$ cat src/rtl/full_adder_pkg.sv
// rtl/full_adder_pkg.sv - shared helpers for the ripple-carry adder
//
// Purpose: the single-bit carry function, kept in one place so the adder
// cell has only one definition of the carry rule.
// Ports: none (package).
package full_adder_pkg;

  // Majority of three inputs: the carry out of one full-adder bit.
  function automatic logic maj3(input logic x, input logic y, input logic z);
    return (x & y) | (x & z) | (y & z);
  endfunction

endpackage

$ cat src/rtl/full_adder_fa_cell.sv
// rtl/full_adder_fa_cell.sv - 1-bit full adder cell
//
// Purpose: one bit of the ripple-carry chain.
// Ports:
//   a, b  : operand bits
//   cin   : carry into this bit
//   sum   : a ^ b ^ cin
//   cout  : majority(a, b, cin)
module fa_cell
  import full_adder_pkg::*;
(
  input  logic a,
  input  logic b,
  input  logic cin,
  output logic sum,
  output logic cout
);

  assign sum  = a ^ b ^ cin;
  assign cout = maj3(a, b, cin);

endmodule

$ cat src/rtl/full_adder.sv
// rtl/full_adder.sv - parameterised ripple-carry adder with registered result stage
//
// Purpose: combinational WIDTH-bit adder plus an optional one-cycle
// registered copy of sum/carry/signed-overflow with a valid flag.
// Ports:
//   clk, rst  : rising-edge clock, asynchronous active-high reset
//   a, b      : WIDTH-bit operands
//   cin       : carry in
//   in_valid  : qualifies a/b/cin for the registered path
//   sum, cout : combinational result, zero latency
//   sum_q, cout_q, ovf_q, valid_q : registered result (constant 0 if REG_OUT=0)
module full_adder #(
  parameter int WIDTH   = 1,
  parameter bit REG_OUT = 1
) (
  input  logic             clk,
  input  logic             rst,
  input  logic [WIDTH-1:0] a,
  input  logic [WIDTH-1:0] b,
  input  logic             cin,
  input  logic             in_valid,
  output logic [WIDTH-1:0] sum,
  output logic             cout,
  output logic [WIDTH-1:0] sum_q,
  output logic             cout_q,
  output logic             ovf_q,
  output logic             valid_q
);

  // c[i] is the carry into bit i; c[WIDTH] is the carry out.
  logic [WIDTH:0] c;
  logic           ovf;

  assign c[0] = cin;

  genvar i;
  generate
    for (i = 0; i < WIDTH; i++) begin : g_chain
      fa_cell u_cell (
        .a    (a[i]),
        .b    (b[i]),
        .cin  (c[i]),
        .sum  (sum[i]),
        .cout (c[i+1])
      );
    end
  endgenerate

  assign cout = c[WIDTH];

  // Signed overflow: carry into the sign bit differs from carry out of it.
  // For WIDTH=1 the carry into the sign bit is cin itself.
  assign ovf = c[WIDTH] ^ c[WIDTH-1];

  generate
    if (REG_OUT) begin : g_reg
      always_ff @(posedge clk or posedge rst) begin
        if (rst) begin
          sum_q   <= '0;
          cout_q  <= 1'b0;
          ovf_q   <= 1'b0;
          valid_q <= 1'b0;
        end else begin
          valid_q <= in_valid;
          // Result registers only move on a qualified operation.
          if (in_valid) begin
            sum_q  <= sum;
            cout_q <= cout;
            ovf_q  <= ovf;
          end
        end
      end
    end else begin : g_noreg
      // Clock/reset/valid have no load in this configuration.
      logic unused_ctrl;
      assign unused_ctrl = ^{clk, rst, in_valid, ovf};

      assign sum_q   = '0;
      assign cout_q  = 1'b0;
      assign ovf_q   = 1'b0;
      assign valid_q = 1'b0;
    end
  endgenerate

endmodule

$ cat config.mk
export PLATFORM = sky130hd
export DESIGN_NAME = full_adder
export DESIGN_NICKNAME = d
export VERILOG_FILES = /design/src/rtl/full_adder_pkg.sv /design/src/rtl/full_adder_fa_cell.sv /design/src/rtl/full_adder.sv
export SDC_FILE = /design/constraint.sdc
export NUM_CORES = 1
export LEC_CHECK = 0
export BUFFER_PORTS_ARGS = -buffer_cell sky130_fd_sc_hd__buf_2
export CORE_AREA = 2 2 39 41
export DETAILED_ROUTE_END_ITERATION = 6
export DIE_AREA = 0 0 41 43
export PLACE_DENSITY = 0.32
export REMOVE_ABC_BUFFERS = 1
export SLEW_MARGIN = 20
export SYNTH_ARGS = -nofsm -noshare
export SYNTH_HDL_FRONTEND = slang
export SYNTH_SLANG_ARGS = --single-unit
$ cat constraint.sdc
create_clock -name clk -period 1.19 [get_ports clk]
set_clock_uncertainty 0.2 [all_clocks]
set_input_delay 0.0595 -clock clk [delete_from_list [all_inputs] [get_ports clk]]
set_output_delay 0.0595 -clock clk [all_outputs]
set_load 0.02 [all_outputs]
==> flow_summary_export.csv, run 1 <==
group,metric,value,unit
layout,area_growth,76.3,%
worst_setup_path,critPathKind,"in -> out",
synth,synth_top_area_cell,"dfrtp_1",
worst_setup_path,slowest_delay,550,ps
clock_network,cts_tree,"done",
placement,gp_congestion,0.637,
synth,ys_seq_area_frac,0.611,
timing,period_share,0.963,
worst_setup_path,cp.depth,3,
floorplan,die_x,41,microns
layout,fin_nets,37,
floorplan,rows,14,
floorplan,ios,12,
placement,io_buffers,11,
routing,drt_iter0_drc,1,
clock_network,ctsResizeCount,0,
clock_network,postCtsHoldBufs,2,
worst_setup_path,cp_max_fo,2,
routing,vias_per_cell,3.34,
synth,yosys_warnings,0,
synth,syn_inst,11,
global_routing,grt_overflow,0,
layout,final_common_cell,"buf_2",
layout,diodes,0,
floorplan,dieArea,1760,sq um
global_routing,antenna_found_initial,0,
run,max_cap_viol_count,0,
timing,whs,31.9,ps
layout,drive_above_1_share,0.607,
worst_setup_path,cpMostUsedCell,"buf_2",
timing,min_period,1150,ps
global_routing,met3_usage,0.0785,
routing,drtAntennaViolNets,0,
synth,syn_avg_cell_area,14.9,sq um
clock_network,root_buffer,"clkbuf_4",
synth,yosysUniqueCellTypes,7,
routing,wl_per_cell,7.02,microns
hold_path,hp-class,"in -> reg",
floorplan,fp.coreArea,1380,sq um
worst_setup_path,critPathBufInv,2,
layout,final_cell_mix,"11 x buf_2, 4 x dfrtp_1, 3 x clkbuf_4",
layout,design_area,289,sq um
clock_network,clk_pin_slew,30,ps
placement,dp.cells,39,
routing,post-route-drc-count,0,
hold_path,hold_depth,4,
worst_setup_path,required,930,ps
worst_setup_path,startpoint_type,"input pin",
timing,timing.slew.headroom,0.899,
global_routing,met1_usage,0.0556,
layout,post-route-util,0.209,
timing,fmax,872,MHz
placement,dpl_cell_area,246,sq um
synth,synth_top_cell_area_share,0.611,
run_status,status,"complete, no violations",
clock_network,clock_latency,220,ps
routing,dr_total_vias,147,
layout,stdcell_count,44,
routing,drt-total-wl,309,microns
global_routing,grt.total_usage,0.0505,
synth,netlist_area,164,sq um
synth,ys_seq_elements,4,
power,leakage,0.142,nW
worst_setup_path,arrival,890,ps
routing,drtPass1Iterations,2,
timing,hold_viol_final,0,
synth,synth_area_leaders,"dfrtp_1 61%, mux2_2 14%, fa_1 12%",
worst_setup_path,path_delay_family,"adder cells",
floorplan,die_y,43,microns
worst_setup_path,cpMaxStageDelayCell,"fa_1",
timing,slew_violations,0,
timing,tightest_slew,152,ps
worst_setup_path,ff2ff_path_depth,1,
clock_network,clkSinkCount,4,
power,power.density,1470,nW/um^2
global_routing,grt_pass1_wl,503,microns
clock_network,cts_buffers,3,
timing,rsz0062_at_grt,"false",
power,ir_drop,0.510,mV
global_routing,grt_max_degree,6,
worst_setup_path,end_kind,"primary output",
global_routing,use_met2,0.0469,
clock_network,cts_max_level,1,
timing,setup_violations,0,
global_routing,busiest_layer,"met3",
global_routing,grt_pass1_vias,129,
clock_network,clockBufferDepth,2,
floorplan,initial_utilization,0.118,
worst_setup_path,crit_chain,"buf_2, fa_1, buf_2",
clock_network,post-cts-setup-buffers,0,
==> cells by family (layout without fill, tap and decap cells) <==
family / count (synthesis) / in the layout / synth area share
flops: 4 / 4 / 0.611
mux: 2 / 2 / 0.137
fa+ha+maj: 1 / 1 / 0.122
compound gates: 1 / 1 / 0.0305
xor+xnor: 1 / 1 / 0.0534
simple gates: 1 / 1 / 0.0229
buf+inv: 1 / 18 / 0.0229
==> path summary, 6_finish.rpt <==
kind	from	slack [ps]	end
max in group asynchronous	rst	580	ovf_q
worst min-delay path	cin	30	ovf_q
min in group asynchronous	rst	60	sum_q
worst min register to register	sum_q	300	sum_q
worst max-delay path	a	40	sum
worst max register to register	cout_q	260	cout_q
==> tightest hold or removal path: cells and delay by family <==
kind / cells / cell delay [ps]
XOR/XNOR: 1 / 100
buffers and inverters: 2 / 190
AO/OA/AOI/OAI: 1 / 60
==> power by group <==
part / switching (W) / internal [W]
Combinational: 0.0000604 / 0.0000472
Clock: 0.0000443 / 0.000112
Sequential: 0.00000732 / 0.000154
Total: 0.000112 / 0.000314
==> final cells by class <==
type                       count  area (sq um)
multi-input combinational      6          60.1
clock buffer                   3          22.5
sequential                     4           100
inverter                       1          3.75
fill                         155          1090
tap                           16          20.0
timing repair buffer          14          82.6
==> routing by layer <==
layer	vias up	routed length (microns)
li1	72	-
met1	62	146
met2	13	103
met3	0	60
met4	0	0
met5	-	0
==> state kept, by name (all words and copies together) (netlist names) <==
register,count
cout_q,1
ovf_q,1
sum_q,1
valid_q,1
==> per-stage QoR <==
stage               setup slack (ps)  power, W  setup TNS, ps
floorplan                      -71.4  0.000227           -110
global placement               -66.4  0.000268           -122
detailed placement             -72.6  0.000269           -145
CTS                             33.0  0.000438              0
global route                    19.7  0.000464              0
finish                          43.7  0.000426              0
==> synth_stat cells <==
library cell	n
a21oi_1	1
dfrtp_1	4
fa_1	1
inv_1	1
mux2_2	2
nor2_1	1
xnor2_1	1
(Power assumes the default switching activity.)
==> run 2: changes to the inputs <==
==> constraint.sdc (replaced) <==
create_clock -name clk -period 1.19 [get_ports clk]
set_clock_uncertainty 0.2 [all_clocks]
set_input_delay 0.0595 -clock clk [delete_from_list [all_inputs] [get_ports clk]]
set_output_delay 0.0595 -clock clk [all_outputs]
set_load 0.05 [all_outputs]
==> run 2 against run 1 <==
Net effect:
- final area increased by 4.3%
- sequential cell count unchanged
- critical path depth unchanged
- count of clock-buffer cells in the layout unchanged
- routed wire length increased by 8.4%
- core utilization increased by 0.90 points
- total power increased by 17%
- via count increased by 0.68%
- sequential power about the same
- non-clock buffer count unchanged
==> flow_summary_export.csv, run 2 (synthesis results as in run 1) <==
group,metric,value,unit
timing,min_period,1140,ps
timing,tightest_slew,253,ps
clock_network,cts_buffers,3,
layout,diodes,0,
global_routing,grt_max_degree,6,
layout,fin_nets,37,
hold_path,hp-class,"in -> reg",
worst_setup_path,reg2reg_slack,250,ps
worst_setup_path,critPathKind,"in -> reg",
routing,vias_per_cell,3.36,
global_routing,grt_pass1_vias,153,
layout,final_common_cell,"buf_2",
timing,slew_violations,0,
clock_network,post-cts-setup-buffers,0,
floorplan,die_x,41,microns
worst_setup_path,arrival,1050,ps
worst_setup_path,cpMaxStageDelayCell,"dlygate4sd3_1",
clock_network,clockBufferDepth,2,
clock_network,cts_tree,"done",
worst_setup_path,r2r_start,"cout_q",
hold_path,hold_end,"ovf_q",
global_routing,grt_overflow,0,
worst_setup_path,end_kind,"flop",
run,max_cap_viol_count,0,
floorplan,initial_utilization,0.118,
global_routing,grt.total_usage,0.0566,
timing,period_share,0.962,
power,power.density,1660,nW/um^2
worst_setup_path,critPathLaunch,"in_valid",
worst_setup_path,critPathBufInv,2,
routing,drt_iter0_drc,0,
global_routing,grt_pass1_wl,558,microns
timing,fmax,874,MHz
worst_setup_path,path_delay_family,"buffers and inverters",
floorplan,die_y,43,microns
layout,drive_above_1_share,0.607,
clock_network,clock_latency,230,ps
run_status,status,"complete, no violations",
timing,timing.slew.headroom,0.832,
worst_setup_path,r2r-end,"cout_q",
global_routing,met1_usage,0.0525,
floorplan,dieArea,1760,sq um
routing,wl_per_cell,7.61,microns
hold_path,hold_depth,4,
worst_setup_path,slowest_delay,510,ps
power,leakage,0.146,nW
worst_setup_path,cp_max_fo,5,
routing,dr_total_vias,148,
clock_network,clk_pin_slew,30,ps
timing,whs,30.5,ps
worst_setup_path,required,1100,ps
floorplan,rows,14,
placement,dpl_cell_area,246,sq um
worst_setup_path,cp.depth,3,
timing,hold_viol_final,0,
layout,area_growth,84.0,%
global_routing,met3_usage,0.0785,
placement,gp_congestion,0.659,
hold_path,min_from,"cin",
clock_network,clkSinkCount,4,
clock_network,cts_max_level,1,
global_routing,antenna_found_initial,0,
floorplan,ios,12,
layout,design_area,302,sq um
global_routing,busiest_layer,"met3",
worst_setup_path,ff2ff_path_depth,1,
power,ir_drop,0.460,mV
timing,rsz0062_at_grt,"false",
floorplan,fp.coreArea,1380,sq um
routing,drt-total-wl,335,microns
timing,setup_violations,0,
routing,drtAntennaViolNets,0,
placement,io_buffers,11,
worst_setup_path,crit_chain,"dlygate4sd3_1, buf_2, mux2_2",
worst_setup_path,startpoint_type,"input pin",
global_routing,use_met2,0.0594,
layout,final_cell_mix,"9 x buf_2, 4 x dfrtp_1, 3 x clkbuf_4",
layout,post-route-util,0.218,
clock_network,root_buffer,"clkbuf_4",
routing,drtPass1Iterations,1,
routing,post-route-drc-count,0,
## run 2: cell counts in the layout (fill, tap and decap cells not counted)
Identical to the previous run, type by type.
## run 2: final cells by class
class	count	area [sq um]
Fill cell	148	1080
Clock buffer	3	22.5
Inverter	1	3.75
Tap cell	16	20.0
Timing Repair Buffer	14	95.1
Multi-Input combinational cell	6	60.1
Sequential cell	4	100
## run 2: metrics by stage
step	cells	power, W	worst slack [ps]	setup TNS (ps)
6_report	44	0.000500	45.8	0
5_1_grt	44	0.000535	7.71	0
4_1_cts	44	0.000504	2.43	0
3_5_place_dp	39	0.000329	-60.8	-198
3_3_place_gp	39	0.000327	-54.7	-177
2_1_floorplan	11	0.000288	-247	-630
## run 2: power by group
part           switching (W)  total (W)  internal, W  leakage [nW]
Combinational       0.000122   0.000178    0.0000563        0.0863
Sequential        0.00000761   0.000162     0.000154        0.0462
Clock              0.0000475   0.000160     0.000112        0.0138
Total               0.000177   0.000500     0.000323         0.146
## run 2: how the worst max path moves through the flow
| stage | end | slack [ps] |
|---|---|---|
| 2_1_floorplan | sum_q | -250 |
| 3_3_place_gp | sum_q | -50 |
| 3_5_place_dp | sum_q | -60 |
| 4_1_cts | sum | 2 |
| 5_1_grt | sum_q | 8 |
| 6_report | cout_q | 50 |
## run 2: routing by layer
layer	part of all wire	routed length (microns)
met1	0.46	153
met3	0.20	66
met5	0	0
met4	0	0
met2	0.34	115
## run 2: what timing repair did
item	in CTS	in global routing
hold endpoints to repair	8	0
pin swaps	0	1
endpoints found under the setup margin	1	1
resized for setup	1	2
hold buffers	2	0
